<file path="src/rtl/memory_port_arbiter_if.sv">
// CPU-side (fetch and load/store) and memory-side signals of the memory port arbiter.
// The arbiter uses the slave view; the CPU and memory models use the master view.
interface memory_port_arbiter_if;
    logic        fetch_request;
    logic [31:0] fetch_address;
    logic        fetch_ready;
    logic [31:0] fetch_data;
    logic        data_request;
    logic [31:0] data_address;
    logic [1:0]  data_size;
    logic        data_write_enable;
    logic [31:0] data_write_value;
    logic        data_ready;
    logic [31:0] data_read_value;
    logic        bus_error;
    logic        cpu_stall;
    logic        mem_req;
    logic [31:0] mem_address;
    logic [1:0]  mem_size;
    logic        mem_write_enable;
    logic [31:0] mem_write_value;
    logic        mem_ack;
    logic [31:0] mem_read_value;

    modport slave (
        input  fetch_request, fetch_address, data_request, data_address, data_size,
               data_write_enable, data_write_value, mem_ack, mem_read_value,
        output fetch_ready, fetch_data, data_ready, data_read_value, bus_error, cpu_stall,
               mem_req, mem_address, mem_size, mem_write_enable, mem_write_value
    );

    modport master (
        output fetch_request, fetch_address, data_request, data_address, data_size,
               data_write_enable, data_write_value, mem_ack, mem_read_value,
        input  fetch_ready, fetch_data, data_ready, data_read_value, bus_error, cpu_stall,
               mem_req, mem_address, mem_size, mem_write_enable, mem_write_value
    );
endinterface

</file>
<file path="src/rtl/memory_port_arbiter.sv">
// Round-robin arbiter sharing one single-ported memory between instruction fetch and
// load/store, with a wait-cycle timeout that completes the access with a bus error.
module memory_port_arbiter #(
    parameter int unsigned TIMEOUT_CYCLES = 64,
    parameter int unsigned TIMEOUT_WIDTH  = 7
) (
    input logic                  clock,
    input logic                  reset,
    memory_port_arbiter_if.slave bus
);

    localparam logic [1:0] StIdle    = 2'd0;
    localparam logic [1:0] StAccess  = 2'd1;
    localparam logic [1:0] StRespond = 2'd2;

    localparam logic [TIMEOUT_WIDTH-1:0] CountLast = TIMEOUT_WIDTH'(TIMEOUT_CYCLES - 1);

    logic [1:0]               state_q;
    logic                     grant_data_q;
    logic                     last_grant_data_q;
    logic                     error_q;
    logic [TIMEOUT_WIDTH-1:0] count_q;
    logic [31:0]              mem_address_q;
    logic [1:0]               mem_size_q;
    logic                     mem_write_enable_q;
    logic [31:0]              mem_write_value_q;
    logic [31:0]              fetch_data_q;
    logic [31:0]              data_read_value_q;

    logic        pick_data;
    logic [31:0] capture_value;

    // Data wins when alone, or on a tie when fetch was served last.
    assign pick_data = bus.data_request & (~bus.fetch_request | ~last_grant_data_q);

    // Stores and timeouts return zero.
    assign capture_value = (bus.mem_ack & ~mem_write_enable_q) ? bus.mem_read_value : 32'd0;

    always_ff @(posedge clock or posedge reset) begin
        if (reset) begin
            state_q            <= StIdle;
            grant_data_q       <= 1'b0;
            last_grant_data_q  <= 1'b0;
            error_q            <= 1'b0;
            count_q            <= '0;
            mem_address_q      <= 32'd0;
            mem_size_q         <= 2'd0;
            mem_write_enable_q <= 1'b0;
            mem_write_value_q  <= 32'd0;
            fetch_data_q       <= 32'd0;
            data_read_value_q  <= 32'd0;
        end else begin
            case (state_q)
                StIdle: begin
                    if (bus.fetch_request | bus.data_request) begin
                        grant_data_q       <= pick_data;
                        mem_address_q      <= pick_data ? bus.data_address : bus.fetch_address;
                        mem_size_q         <= !pick_data ? 2'd2 :
                                              (bus.data_size == 2'd3) ? 2'd2 : bus.data_size;
                        mem_write_enable_q <= pick_data & bus.data_write_enable;
                        mem_write_value_q  <= pick_data ? bus.data_write_value : 32'd0;
                        count_q            <= '0;
                        error_q            <= 1'b0;
                        state_q            <= StAccess;
                    end
                end
                StAccess: begin
                    if (bus.mem_ack || count_q == CountLast) begin
                        error_q <= ~bus.mem_ack;
                        if (grant_data_q) data_read_value_q <= capture_value;
                        else              fetch_data_q      <= capture_value;
                        state_q <= StRespond;
                    end else begin
                        count_q <= count_q + TIMEOUT_WIDTH'(1);
                    end
                end
                StRespond: begin
                    last_grant_data_q <= grant_data_q;
                    state_q           <= StIdle;
                end
                default: state_q <= StIdle;
            endcase
        end
    end

    assign bus.mem_req          = (state_q == StAccess);
    assign bus.mem_address      = mem_address_q;
    assign bus.mem_size         = mem_size_q;
    assign bus.mem_write_enable = mem_write_enable_q;
    assign bus.mem_write_value  = mem_write_value_q;

    assign bus.fetch_ready     = (state_q == StRespond) & ~grant_data_q;
    assign bus.data_ready      = (state_q == StRespond) & grant_data_q;
    assign bus.bus_error       = (state_q == StRespond) & error_q;
    assign bus.fetch_data      = fetch_data_q;
    assign bus.data_read_value = data_read_value_q;

    assign bus.cpu_stall = (bus.fetch_request & ~bus.fetch_ready) |
                           (bus.data_request & ~bus.data_ready);

endmodule

</file>
<file path="src/flat_wrapper.sv">
// flat-port wrapper written by rule: the top's interface ports become plain ports
module memory_port_arbiter_flat 
#(
    parameter int unsigned TIMEOUT_CYCLES = 64,
    parameter int unsigned TIMEOUT_WIDTH  = 7
)
  (clock, reset, bus_fetch_request, bus_fetch_address, bus_data_request, bus_data_address, bus_data_size, bus_data_write_enable, bus_data_write_value, bus_mem_ack, bus_mem_read_value, bus_fetch_ready, bus_fetch_data, bus_data_ready, bus_data_read_value, bus_bus_error, bus_cpu_stall, bus_mem_req, bus_mem_address, bus_mem_size, bus_mem_write_enable, bus_mem_write_value);
  memory_port_arbiter_if bus_i ();
  input logic clock;
  input logic reset;
  input wire logic [$bits(bus_i.fetch_request)-1:0] bus_fetch_request;
  input wire logic [$bits(bus_i.fetch_address)-1:0] bus_fetch_address;
  input wire logic [$bits(bus_i.data_request)-1:0] bus_data_request;
  input wire logic [$bits(bus_i.data_address)-1:0] bus_data_address;
  input wire logic [$bits(bus_i.data_size)-1:0] bus_data_size;
  input wire logic [$bits(bus_i.data_write_enable)-1:0] bus_data_write_enable;
  input wire logic [$bits(bus_i.data_write_value)-1:0] bus_data_write_value;
  input wire logic [$bits(bus_i.mem_ack)-1:0] bus_mem_ack;
  input wire logic [$bits(bus_i.mem_read_value)-1:0] bus_mem_read_value;
  output wire logic [$bits(bus_i.fetch_ready)-1:0] bus_fetch_ready;
  output wire logic [$bits(bus_i.fetch_data)-1:0] bus_fetch_data;
  output wire logic [$bits(bus_i.data_ready)-1:0] bus_data_ready;
  output wire logic [$bits(bus_i.data_read_value)-1:0] bus_data_read_value;
  output wire logic [$bits(bus_i.bus_error)-1:0] bus_bus_error;
  output wire logic [$bits(bus_i.cpu_stall)-1:0] bus_cpu_stall;
  output wire logic [$bits(bus_i.mem_req)-1:0] bus_mem_req;
  output wire logic [$bits(bus_i.mem_address)-1:0] bus_mem_address;
  output wire logic [$bits(bus_i.mem_size)-1:0] bus_mem_size;
  output wire logic [$bits(bus_i.mem_write_enable)-1:0] bus_mem_write_enable;
  output wire logic [$bits(bus_i.mem_write_value)-1:0] bus_mem_write_value;
  assign bus_i.fetch_request = bus_fetch_request;
  assign bus_i.fetch_address = bus_fetch_address;
  assign bus_i.data_request = bus_data_request;
  assign bus_i.data_address = bus_data_address;
  assign bus_i.data_size = bus_data_size;
  assign bus_i.data_write_enable = bus_data_write_enable;
  assign bus_i.data_write_value = bus_data_write_value;
  assign bus_i.mem_ack = bus_mem_ack;
  assign bus_i.mem_read_value = bus_mem_read_value;
  assign bus_fetch_ready = bus_i.fetch_ready;
  assign bus_fetch_data = bus_i.fetch_data;
  assign bus_data_ready = bus_i.data_ready;
  assign bus_data_read_value = bus_i.data_read_value;
  assign bus_bus_error = bus_i.bus_error;
  assign bus_cpu_stall = bus_i.cpu_stall;
  assign bus_mem_req = bus_i.mem_req;
  assign bus_mem_address = bus_i.mem_address;
  assign bus_mem_size = bus_i.mem_size;
  assign bus_mem_write_enable = bus_i.mem_write_enable;
  assign bus_mem_write_value = bus_i.mem_write_value;
  memory_port_arbiter #(.TIMEOUT_CYCLES(TIMEOUT_CYCLES), .TIMEOUT_WIDTH(TIMEOUT_WIDTH)) u_core (.clock(clock), .reset(reset), .bus(bus_i));
endmodule
</file>
<file path="config.mk">
export PLATFORM = sky130hd
export DESIGN_NAME = memory_port_arbiter_flat
export DESIGN_NICKNAME = d
export VERILOG_FILES = /design/src/rtl/memory_port_arbiter_if.sv /design/src/rtl/memory_port_arbiter.sv /design/src/flat_wrapper.sv
export SDC_FILE = /design/constraint.sdc
export NUM_CORES = 1
export LEC_CHECK = 0
export ABC_AREA = 1
export CORE_UTILIZATION = 40
export DETAILED_ROUTE_END_ITERATION = 8
export PLACE_DENSITY = 0.78
export SETUP_SLACK_MARGIN = 0.05
export SKIP_CTS_REPAIR_TIMING = 1
export SYNTH_ARGS = -nofsm -noshare
export SYNTH_HDL_FRONTEND = slang
export SYNTH_SLANG_ARGS = --single-unit
</file>
<file path="constraint.sdc">
create_clock -name clock -period 5.22 [get_ports clock]
set_input_delay 0.783 -clock clock [delete_from_list [all_inputs] [get_ports clock]]
set_output_delay 0.783 -clock clock [all_outputs]
set_load 0.02 [all_outputs]
</file>
* Yosys cells after proc, flatten, opt, wreduce, memory -nomap -nowiden
Cells that the tools add are included.
W data, S select, Z words.
** Word-level totals
- Bits in registers :: 143
- Latch bits :: 0
- Memory bits (writable) :: 0
- Memory bits (read-only) :: 0
- Word-level logic and storage cells :: 60
- Memories kept :: 0
** Cells by class
- Add/subtract/negate cells :: 1
- Multiply operators :: 0
- Divide/modulo/power cells :: 0
- Magnitude comparators :: 0
- Equality and inequality tests :: 7
- Shift operators :: 0
- Muxes and demuxes :: 14
- Bitwise operators :: 18
- Reduce and logical (&&, ||, !) cells :: 9
** Operator list (number)
- $mux W32 :: 3
- $mux W7 :: 2
- $pmux W7 S2 :: 1
- $reduce_and A3 Y1 :: 4
- $and A1 B1 Y1 :: 8
- $mux W2 :: 4
- $add A7 B1 Y7 const B :: 1
- $eq A7 B6 Y1 const B :: 1
- $not A1 Y1 :: 7
- $eq A2 B2 Y1 const B :: 2
- $ne A2 B1 Y1 const B :: 2
- $pmux W2 S2 :: 1
- $reduce_and A2 Y1 :: 2
- $or A1 B1 Y1 :: 3
- $eq A2 B1 Y1 const B :: 1
- $logic_not A2 Y1 :: 1
- $mux W1 :: 2
- $ne A2 B2 Y1 const B :: 1
- $pmux W1 S2 :: 1
- $reduce_bool A2 Y1 :: 1
- $logic_or A1 B1 Y1 :: 1

* Longest topological paths before layout
Gate-level depths: netlist (run 1).
- Depth after elaboration :: 5
- Mapped depth :: 9
- Mapped depth without buffers :: 8

* Worst setup path after synthesis (run 1)
OpenSTA, ideal clock, no wires.
- Kind :: register -> output
- Start :: register u_core.state_q[0]
- End :: output bus_cpu_stall
- Arrival :: 1.348 ns
- Data required time :: 4.437 ns
- Slack :: 3.089 ns
- Cell stages (with the launch flop) :: 5
- Cells stage by stage :: dfrtp_1 > inv_1 > nand2_1 > nor2_1 > o21ai_0
** On the way
- Longest elaborated chain between the ends :: 5
- Elaborated cells between the ends (all ways) :: 8
- Those cells by class :: eq/ne: 1; bitwise: 7
** Ends and longest elaborated chain
- start: declaration :: line memory_port_arbiter.sv:18 : logic [1:0] state_q;
- start signal: assignment :: line memory_port_arbiter.sv:41 : state_q <= StIdle;
- start signal: assignment :: line memory_port_arbiter.sv:64 : state_q <= StAccess;
- start signal: assignment :: line memory_port_arbiter.sv:72 : state_q <= StRespond;
- $eq A2 B2 Y1 :: line memory_port_arbiter.sv:93 : assign bus.data_ready = (state_q == StRespond) & grant_data_q;
- $and A1 B1 Y1 :: line memory_port_arbiter.sv:93
- net bus_data_ready :: line flat_wrapper.sv:22 : output wire logic [$bits(bus_i.data_ready)-1:0] bus_data_ready;
- $not A1 Y1 :: line memory_port_arbiter.sv:99 : (bus.data_request & ~bus.data_ready);
- $and A1 B1 Y1 :: line memory_port_arbiter.sv:99
- $or A1 B1 Y1 :: line memory_port_arbiter.sv:98 : assign bus.cpu_stall = (bus.fetch_request & ~bus.fetch_ready) |
- end: declaration :: line flat_wrapper.sv:25 : output wire logic [$bits(bus_i.cpu_stall)-1:0] bus_cpu_stall;
The timed path passes the listed nets, and every way through them passes these cells.

* Worst setup path after layout (run 1)
- Start :: input bus_fetch_request
- End :: output bus_cpu_stall
** On the way
- Longest elaborated chain between the ends :: 2
** Ends and longest elaborated chain
- start: declaration :: line flat_wrapper.sv:11 : input wire logic [$bits(bus_i.fetch_request)-1:0] bus_fetch_request;
- $and A1 B1 Y1 :: line memory_port_arbiter.sv:98
- $or A1 B1 Y1 :: line memory_port_arbiter.sv:98
No other way between the ends.

==> results.txt, run 1 <==
The placer's final routability congestion estimate is between 0.8 and 0.9. The number of placement rows came out at between 40 and 50. The count of warnings emitted by yosys is 0. The number of global-route vias before repair came out at 5911.

The number of buffer cells added on primary ports came out at 271. The die height is between 100 and 150 um. After synthesis, the netlist uses 27 different library cells. The net switching share of the total power is ~40%.

The clock edge transition at the registers on the reported setup and hold paths is 0.06 ns. The internal power is 0.003727 W. Entering global routing, the biggest net connects 102 pins. The worst setup path is captured at a primary output. The actual transition at the worst max-transition pin came out at about 1.2 ns. The post-detailed-route count of antenna-violating nets came out at 0.

Across every metal layer, demand over resource in global routing totals 24.17%. The synthesized netlist net count came out at 914. The final layout contains routed wiring with a total length of 19180 um.

For this run, the post-layout net count is 1156. In the synthesized netlist, the number of instances is roughly 800. TritonCTS built the clock tree. The HPWL after detailed placement is 12670 um. The post-route netlist has between 4 and 5% of its cells at a drive strength greater than 1.

The total area inside the core boundary comes to between 15000 and 20000 sq um. Buffers inserted during clock tree synthesis total 17. IR analysis of the VDD net gives a maximum drop of 0.2930 mV.

Setup repair after global routing left no endpoint under its margin. The relative max-transition margin came out at 20.98%. The top cell types in the final layout, fill and taps aside, are sky130_fd_sc_hd__clkdlybuf4s50_1, sky130_fd_sc_hd__nand2_1, sky130_fd_sc_hd__dfrtp_1. The area of the die came out at ~17000 sq um.

In this run the critical register-to-register path is launched from u_core.count_q[0]. The die is around 130 um wide. At the placement stage, the worst setup path has a slack of 2.141 ns.

The first detailed-routing pass ran for 4 iterations. Data on the critical path is required at its endpoint by 4.44 ns. Power spread over the standard cell area amounts to 632.0 nW/um^2. The total I/O pin count is between 200 and 300. The longest clock path from root to sink contains 2 buffers.

The share of total power dissipated in the clock network is 21.5%. The arrival time at the worst endpoint came out at 2.21 ns. The total vias in the final route came out at 6198. On the final layout, the worst clock skew is 0.01163 ns. The shortest clock period the worst path allows after layout came out at between 2 and 3 ns. The per-cell via count in the routed design came out at 4.990.

The sequential-to-total area share from yosys stat came out at 55.61%. The total of fill cells in the finished design is 1302. The final hold violation count is 0. The signed area change from the synthesized netlist to the final layout came out at 52.81%. The first-pass GRT wire length is just over 30000 um. Along the worst path, the maximum fanout reaches 3. 0 antenna diodes ended up in the layout. Averaged over all synthesized cells, the footprint is 8.282 sq um.

The period utilization is 57.26%. Summed over all cells, the static leakage comes to 4.709 nW. The CTS sink count came out at 143.

The max-slew violation total from the final report is 0. The final-layout worst hold slack came out at 0.4699 ns. The latest clock arrival within the worst-skew pair is 0.43 ns. The global route total overflow came out at 0. Once placement finished, the instance area stood at 9188 sq um. The critical path goes through clkdlybuf4s50_1 > o21ai_0 > o21ai_0 > clkdlybuf4s50_1. The flow ran to the end, and the final reports show no timing, DRC or antenna violations. Once layout is complete, the cells apart from fillers number between 1000 and 1500.

The number of remaining DRC errors came out at 0. The library cell used most frequently in the layout, excluding fill and tap cells, is sky130_fd_sc_hd__clkdlybuf4s50_1. The biggest cell delay along the critical path is 0.64 ns. The tree is rooted in a sky130_fd_sc_hd__clkbuf_16.

The sum of negative setup slack is 0 ns. The sequential cell fraction of total power came out at 31.2%. The effective utilization at floorplan came out at around two fifths.

The critical path is of the primary input to primary output type. The max-cap check violation count is 0. Counting flops and latches in the post-synthesis netlist gives between 100 and 150. The worst setup path startpoint is bus_fetch_request. For this design the total switching power over the nets is 0.002488 W. The slack of the critical path came out at 2.231 ns.

The number of DRC markers after the initial detailed-route iteration came out at roughly 500. The placed cell count is 1211. The total of endpoints with negative setup slack in the final report came out at 0. Derived from the worst setup path, the maximum achievable clock frequency is 0.3346 GHz. On the critical path, the stage with the largest delay is an instance of sky130_fd_sc_hd__clkdlybuf4s50_1. The mean routed wirelength per cell is 15.45 um. The path type of the worst min-delay path is register to register.

The count of H-tree levels built during CTS came out at 4. The worst setup path is launched from a primary input. The finished cells cover 9833 sq um. The combinational group share of total power came out at 47.3%. The start point of the worst hold path is u_core.bus.fetch_data[0]. The initial antenna violation count came out at 0.

After synthesis the cells add up to 6435 sq um.
[state kept, by name, summed over array words and instances, names as in the netlist]
name and cells:
u_core.bus.mem_address 32, u_core.count_q 7, u_core.bus.mem_write_enable 1, u_core.grant_data_q 1, u_core.bus.mem_write_value 32, u_core.error_q 1, u_core.bus.fetch_data 32, u_core.bus.mem_size 2
u_core.bus.data_read_value 32, u_core.state_q 2, u_core.last_grant_data_q 1
[layer usage]
metal	track usage, %	vias up	wire [um]
met2	39.40	260	9368
met4	8.304	0	265
li1	-	2996	-
met3	8.441	23	1762
met1	29.86	2919	7787
met5	0	-	0
[worst max-delay path, delay by kind of cell]
family	cells	cell delay, ns
buffers and inverters	2	1.20
AO/OA/AOI/OAI	2	0.23
[cell usage after synthesis]
master,n,share of area [%]
sky130_fd_sc_hd__nand2_4,1,0.17
sky130_fd_sc_hd__ha_1,1,0.19
sky130_fd_sc_hd__buf_4,3,0.35
sky130_fd_sc_hd__a21oi_2,1,0.14
sky130_fd_sc_hd__nand3_1,44,3.4
sky130_fd_sc_hd__nor2_8,1,0.31
sky130_fd_sc_hd__nand2_2,1,0.097
sky130_fd_sc_hd__clkbuf_1,20,1.2
sky130_fd_sc_hd__buf_2,23,1.8
sky130_fd_sc_hd__clkinv_1,1,0.058
sky130_fd_sc_hd__buf_1,3,0.17
sky130_fd_sc_hd__buf_6,4,0.70
sky130_fd_sc_hd__nor3b_1,2,0.23
sky130_fd_sc_hd__nand3_2,4,0.62
sky130_fd_sc_hd__inv_2,1,0.058
sky130_fd_sc_hd__clkbuf_2,1,0.078
sky130_fd_sc_hd__nor3_4,1,0.25
sky130_fd_sc_hd__nor2_1,78,4.5
sky130_fd_sc_hd__nor2_2,1,0.097
sky130_fd_sc_hd__nor3_1,1,0.078
sky130_fd_sc_hd__nand2_1,259,15
sky130_fd_sc_hd__o21ai_0,44,3.4
sky130_fd_sc_hd__dfrtp_1,143,56
sky130_fd_sc_hd__inv_1,47,2.7
sky130_fd_sc_hd__o21ai_1,26,2.0
sky130_fd_sc_hd__nand4_1,65,6.3
sky130_fd_sc_hd__buf_8,1,0.23
[final timing paths]
path	endpoint	slack, ns	cells past startpoint
setup / recovery	bus_cpu_stall	2.23	4
hold / removal	u_core.bus.fetch_data[0]	0.47	2
setup reg to reg	u_core.bus.data_read_value[10]	2.50	8
hold reg to reg	u_core.bus.fetch_data[0]	0.47	2
max in group asynchronous	u_core.bus.fetch_data[0]	3.19	3
min in group asynchronous	u_core.bus.mem_write_value[4]	0.94	2
[power groups by stage]
| stage | Clock, W | Combinational [W] | Sequential, W |
|---|---|---|---|
| 2_1_floorplan | 0 | 0.000950 | 0.00252 |
| 3_3_place_gp | 0 | 0.00291 | 0.00194 |
| 3_5_place_dp | 0 | 0.00295 | 0.00194 |
| 4_1_cts | 0.00136 | 0.00296 | 0.00194 |
| 5_1_grt | 0.00140 | 0.00317 | 0.00200 |
| 6_report | 0.00134 | 0.00294 | 0.00194 |
[final cells by class]
cell class / count / area, sq um / share of cell area, %
multi-input combinational: 530 / 2391 / 24.32
tap: 211 / 264.0 / 2.685
inverter: 49 / 188.9 / 1.921
sequential: 143 / 3578 / 36.39
clock buffer: 21 / 460.4 / 4.683
clock inverter: 10 / 185.2 / 1.883
timing repair buffer: 278 / 2765 / 28.12
[kinds of logic (layout without fill, tap and decap cells)]
kind of cell               count (synthesis)  after routing  share of synthesized area [%]
DFF                                      143            143                          55.61
adders and majority gates                  1              1                         0.1944
AOI/OAI and AO/OA                         71             71                          5.580
buffers and inverters                    104            358                          7.349
and+or+nand+nor                          458            458                          31.27
[stage by stage]
step / total power [W] / utilization, %
finish: 0.006214 / 63.74
global route: 0.006571 / 63.74
global placement: 0.004851 / 59.55
detailed placement: 0.004891 / 59.55
CTS: 0.006254 / 63.74
floorplan: 0.003472 / -
Power figures use the tool's default switching activity.
==> run 2: changes to the inputs <==
Settings changed: CORE_UTILIZATION 40 to 39, PLACE_DENSITY 0.78 to 0.79.
Clock period 5.22 ns to 2.5 ns, I/O delays scaled along.
==> results.txt, run 2 (synthesis results as in run 1) <==
Leaving out fill and tap cells, the most frequent cell in the layout is sky130_fd_sc_hd__clkdlybuf4s50_1. The count of non-filler cells in the finished layout is 1261 (+1.5%). The final layout net count came to 1169 (+1.1%). The number of buffer cells added on primary ports came out at 271 (unchanged). The global-route total usage across every layer is 23.85% (-0.31 points). The number of placement rows is 46 (+2.2%). The maximum number of pins on one net before global-route repair is 70 (-31%). The area of the die came out at 17020 sq um (+2.5%). The flow ran to the end, and the final reports show no timing, DRC or antenna violations. The placeable core region came out at 16000 sq um (+3.7%). The achievable frequency came out at 0.4200 GHz.

The initial antenna violation count came out at 1 (+1). The placed cell count is 1229 (+1.5%). The biggest fanout along the worst timing path came out at 26 (+23). The final hold violation count came out at 0 (unchanged). The number of buffers on the longest clock path was 2 (unchanged). TritonCTS built the clock tree.

The depth of the most critical reg-to-reg path is 7 (-1). The clock period could shrink to 2.381 ns. The number of detailed-route iterations in the first pass is 4 (unchanged). The number of global-route vias before repair is 6158 (+4.2%).

The number of DRC markers after the initial detailed-route iteration came out at 329 (-34%). The worst endpoint required time came out at 2.12 ns (-2.32 ns). The sum of negative setup slack came out at 0 ns (unchanged). The total design power was 0.01300 W (+110%). The arrival time at the worst endpoint came out at 2.01 ns (-0.20 ns). The min-delay analysis places its worst path in the category primary input to async pin. The sum of routed wire length over all layers came out at 19720 um (+2.8%).

The CTS sink count is 143 (unchanged). Compared with the post-synthesis result, the final layout area differs by 55.16%. The placer's final routability congestion estimate was 0.8347 (+0.77%). The latest clock arrival within the worst-skew pair was 0.42 ns (about the same).

The die height is 130.5 um (+1.3%). The max-cap check violation count came out at 0 (unchanged). The period utilization is 95.25%. The total I/O pin count came out at 272 (unchanged).

The total vias in the final route is 6309 (+1.8%). The per-cell via count in the routed design came out at 5.003 (+0.26%). In this run the critical register-to-register path is launched from u_core.state_q[0].

The worst setup path is launched from a register. The global route total overflow came out at 0 (unchanged). The count of H-tree levels built during CTS is 4 (unchanged). The worst setup path is captured at a primary output. The total of endpoints with negative setup slack in the final report was 0 (unchanged). The worst clock skew came out at 0.006454 ns (-0.005180 ns). The relative max-transition margin is 54.95% (+34 points). The chip width is 130.5 um (+1.3%).

The clock edge transition at the registers on the reported setup and hold paths came out at 0.06 ns (about the same). The endpoint identified for the worst register-to-register timing path is u_core.bus.fetch_data[30]. The total of fill cells in the finished design came out at 1395 (+7.1%). The power density normalized to cell area was 1302 nW/um^2 (+110%). Setup repair after global routing could not meet its margin everywhere. The CTS buffer count came out at 17 (unchanged). The number of remaining DRC errors was 0 (unchanged). The post-detailed-route count of antenna-violating nets came out at 0 (unchanged). The reg2reg setup slack is 0.43 ns (-2.07 ns). The maximum vdd ir drop came out at 0.6928 mV (+140%). The top cell types in the final layout, fill and taps aside, are sky130_fd_sc_hd__clkdlybuf4s50_1, sky130_fd_sc_hd__nand2_1, sky130_fd_sc_hd__dfrtp_1. The kind of critical path is register to primary output. The pre-CTS setup slack is 0.3952 ns (-1.746 ns). The effective utilization at floorplan came out at 40.22% (-1.5 points). The half-perimeter wire length after detailed placement is 13920 um (+9.9%). The max-slew violation total from the final report came to 0 (unchanged). The share of cells above drive strength 1 is 6.130% (+1.5 points).

The mean routed wirelength per cell came out at 15.64 um (+1.3%). The slack of the critical path is 0.1188 ns (-2.112 ns). CTS placed an instance of sky130_fd_sc_hd__clkbuf_16 at the clock tree root. The reported leakage power came out at 4.774 nW (+1.4%). The first-pass GRT wire length is 30840 um (+0.20%). The actual transition at the worst max-transition pin is 0.6744 ns (-0.5081 ns).
[run 2: cell count changes in the layout (fill, tap and decap cells not counted), sizes merged]
cell      before  now
bufinv         5    4
buf            7   20
diode          0    1
clkbuf        21   18
inv           48   49
clkinvlp       1    4
[run 2: worst max-delay path by stage]
stage	cells past startpoint	to	from
6_report	3	bus_mem_req	u_core.state_q[0]
5_1_grt	3	bus_mem_req	u_core.state_q[0]
4_1_cts	5	bus_cpu_stall	u_core.state_q[0]
3_5_place_dp	4	bus_cpu_stall	bus_fetch_request
3_3_place_gp	4	bus_cpu_stall	bus_fetch_request
2_1_floorplan	1	u_core.bus.data_read_value[0]	reset
[run 2: worst max-delay path: stages (launching register included)]
cell and delay (ns):
sky130_fd_sc_hd__dfrtp_1 0.42, sky130_fd_sc_hd__inv_1 0.15, sky130_fd_sc_hd__nor2_8 0.33, sky130_fd_sc_hd__clkdlybuf4s50_1 0.69
[run 2: metrics by stage]
step                      cell area [sq um]  hold WS, ns  utilization, %
after floorplan                        6439       0.4687               -
after global placement                 9353       0.4523           58.45
after detailed placement               9353       0.4584           58.45
after CTS                              9980       0.4059           62.37
after global routing                   9985       0.4291           62.40
final                                  9985       0.4064           62.40
[run 2: metal layers]
layer	track usage, %	vias up	share of wire (%)
met5	0	-	0
li1	-	3037	-
met3	7.858	26	8.3
met1	28.09	3021	39
met2	40.39	225	50
met4	9.331	0	2.0
[run 2: cell type report]
cell class | count | area [sq um] | share of cell area (%)
clock buffers | 18 | 439.2 | 4.398
clock inverters | 13 | 187.7 | 1.880
inverters | 49 | 187.7 | 1.880
well taps | 216 | 270.3 | 2.707
repair buffers | 291 | 2925 | 29.30
diodes | 1 | 2.502 | 0.02506
multi-input cells | 530 | 2394 | 23.97
flip-flops and latches | 143 | 3578 | 35.84
[run 2: power by group]
group	switching, W	total (W)	internal [W]
Clock	0.00101	0.00270	0.00170
Sequential	0.000664	0.00406	0.00340
Combinational	0.00359	0.00624	0.00265
Total	0.00526	0.0130	0.00774
==> run 3: changes to the inputs <==
Settings changed: CTS_CLUSTER_DIAMETER from default to 50, PLACE_DENSITY 0.79 to 0.76.
==> results.txt, run 3 (synthesis results as in run 1) <==
The run finished with clean final reports. The min-delay analysis places its worst path in the category primary input to async pin. The initial antenna violation count came out at 0 (-1).

Setup repair after global routing left no endpoint under its margin. The total design power is 0.01301 W (about the same). The shortest clock period the worst path allows after layout is 2.334 ns (-0.04680 ns). The max-slew violation total from the final report came out at 0 (unchanged). The cell sitting at the root of the clock tree is a sky130_fd_sc_hd__clkbuf_16. The post-detailed-route count of antenna-violating nets is 0 (unchanged).

The total area of sequential cells is 3578 sq um (unchanged). The sum of negative setup slack came out at 0 ns (unchanged). On the critical path, the stage with the largest delay is an instance of sky130_fd_sc_hd__clkdlybuf4s50_1.

The arrival time at the worst endpoint came out at 1.96 ns (-0.05 ns). The placer's final routability congestion estimate is 0.8174 (-2.1%). The count of H-tree levels built during CTS was 4 (unchanged).

The max-cap check violation count came out at 0 (unchanged). The clock edge transition at the registers on the reported setup and hold paths was 0.06 ns (about the same). The number of remaining DRC errors came out at 0 (unchanged).

The latest clock arrival within the worst-skew pair came to 0.42 ns (about the same). The worst clock skew came out at 0.01001 ns (+0.003552 ns). The number of DRC markers after the initial detailed-route iteration is 411 (+25%). The worst setup path is captured at a primary output. The power density normalized to cell area came to 1306 nW/um^2 (+0.29%).

The global route total overflow came to 0 (unchanged). The antenna diode count came out at 0 (-1). The period utilization is 93.38% (-1.9 points). The number of global-route vias before repair is 6061 (-1.6%).

The per-cell via count in the routed design came out at 4.991 (-0.24%). The relative max-transition margin is 57.16% (+2.2 points). The worst setup path is of the register to primary output kind. The sum of routed wire length over all layers came out at 19720 um (about the same). The global-route total usage across every layer is 23.86% (about the same). The chip width is 130.5 um (unchanged).

The top cell types in the final layout, fill and taps aside, are sky130_fd_sc_hd__clkdlybuf4s50_1, sky130_fd_sc_hd__nand2_1, sky130_fd_sc_hd__dfrtp_1. STA classifies the critical path startpoint as a register. The maximum vdd ir drop came out at 0.8078 mV (+17%). The number of buffer cells added on primary ports came out at 271 (unchanged). The most common cell after layout, fill and taps aside is sky130_fd_sc_hd__clkdlybuf4s50_1.

The total vias in the final route is 6269 (-0.63%). The CTS sink count came out at 143 (unchanged). The share of cells above drive strength 1 came out at 5.769% (-0.36 points). The placeable core region was 16000 sq um (unchanged). The number of detailed-route iterations in the first pass came out at 4 (unchanged).

The die height is 130.5 um (unchanged). The number of buffers on the longest clock path is 2 (unchanged). The final layout net count came to 1164 (-0.43%). The total of fill cells in the finished design was 1383 (-0.86%). The number of placement rows was 46 (unchanged). The effective utilization at floorplan came to 40.22% (unchanged). The final-layout worst hold slack is 0.4204 ns (+0.01398 ns). The total I/O pin count was 272 (unchanged).

The half-perimeter wire length after detailed placement came out at 13540 um (-2.7%). The maximum number of pins on one net before global-route repair is 78 (+11%). The actual transition at the worst max-transition pin came to 0.6426 ns (-0.03172 ns).

The total of endpoints with negative setup slack in the final report is 0 (unchanged). The critical path goes through nand2_2 > nor2_1 > o21ai_0 > clkdlybuf4s50_1. The worst endpoint required time is 2.12 ns (about the same).

The clock tree from TritonCTS is built. The final hold violation count is 0 (unchanged). The biggest fanout along the worst timing path came out at 6 (-77%). The mean routed wirelength per cell is 15.70 um (+0.39%).

The multi-input gate area in the final layout came out at 2394 sq um (unchanged). The CTS buffer count is 17 (unchanged). The biggest cell delay along the critical path came out at 0.63 ns (-0.06 ns). The achievable frequency came out at 0.4284 GHz (+2.0%). The area growth from synthesis to layout is 54.77%. The reported leakage power is 4.752 nW (-0.46%).

The first-pass GRT wire length came out at 30980 um (+0.45%). The area of the die was 17020 sq um (unchanged).
==> run 3: worst paths after layout <==
check / start / slack [ns] / cells after the start / to
worst min register to register: u_core.bus.fetch_data[25] / 0.47 / 2 / u_core.bus.fetch_data[25]
worst min-delay path: reset / 0.42 / 3 / u_core.bus.data_read_value[11]
max in group asynchronous: reset / 1.70 / 3 / u_core.bus.mem_write_value[6]
worst max register to register: u_core.count_q[0] / 0.46 / 10 / u_core.bus.fetch_data[30]
worst max-delay path: u_core.state_q[1] / 0.17 / 4 / bus_cpu_stall
min in group clock: u_core.bus.fetch_data[25] / 0.47 / 2 / u_core.bus.fetch_data[25]
==> run 3: power breakdown <==
part | internal, W | leakage, nW | total [W] | switching, W
clock | 0.00170 | 0.296 | 0.00270 | 0.00100
combinational | 0.00265 | 2.60 | 0.00623 | 0.00358
sequential | 0.00340 | 1.85 | 0.00408 | 0.000679
==> run 3: layout make-up <==
class                      count  area share, %
tap                          216          2.714
timing repair buffer         286          29.12
clock buffer                  19          4.447
multi-input combinational    530          24.03
sequential                   143          35.93
inverter                      49          1.884
clock inverter                13          1.872
==> run 3: metal layers <==
metal  share of wire (%)  track usage (%)  up-vias
li1                    -                -     3021
met1                  40            27.92     2952
met2                  49            40.30      264
met3                 9.1            8.103       32
met4                 2.5            9.601        0
met5                   0                0        -
==> run 3: critical path, delay by kind of cell, from the launching register on <==
family	cells	cell delay (ns)
AND/OR/NAND/NOR	2	0.27
buffers and inverters	1	0.63
AO/OA/AOI/OAI	1	0.16
flip-flops	1	0.49
==> run 3: metrics by stage <==
stage               cell area, sq um  utilization (%)  std cells  worst slack, ns
global route                    9960            62.25       1256          0.05607
global placement                9328            58.30       1224           0.3968
CTS                             9957            62.23       1256          0.03809
detailed placement              9328            58.30       1224           0.4016
finish                          9960            62.25       1256           0.1656
floorplan                       6439                -        777           0.3339
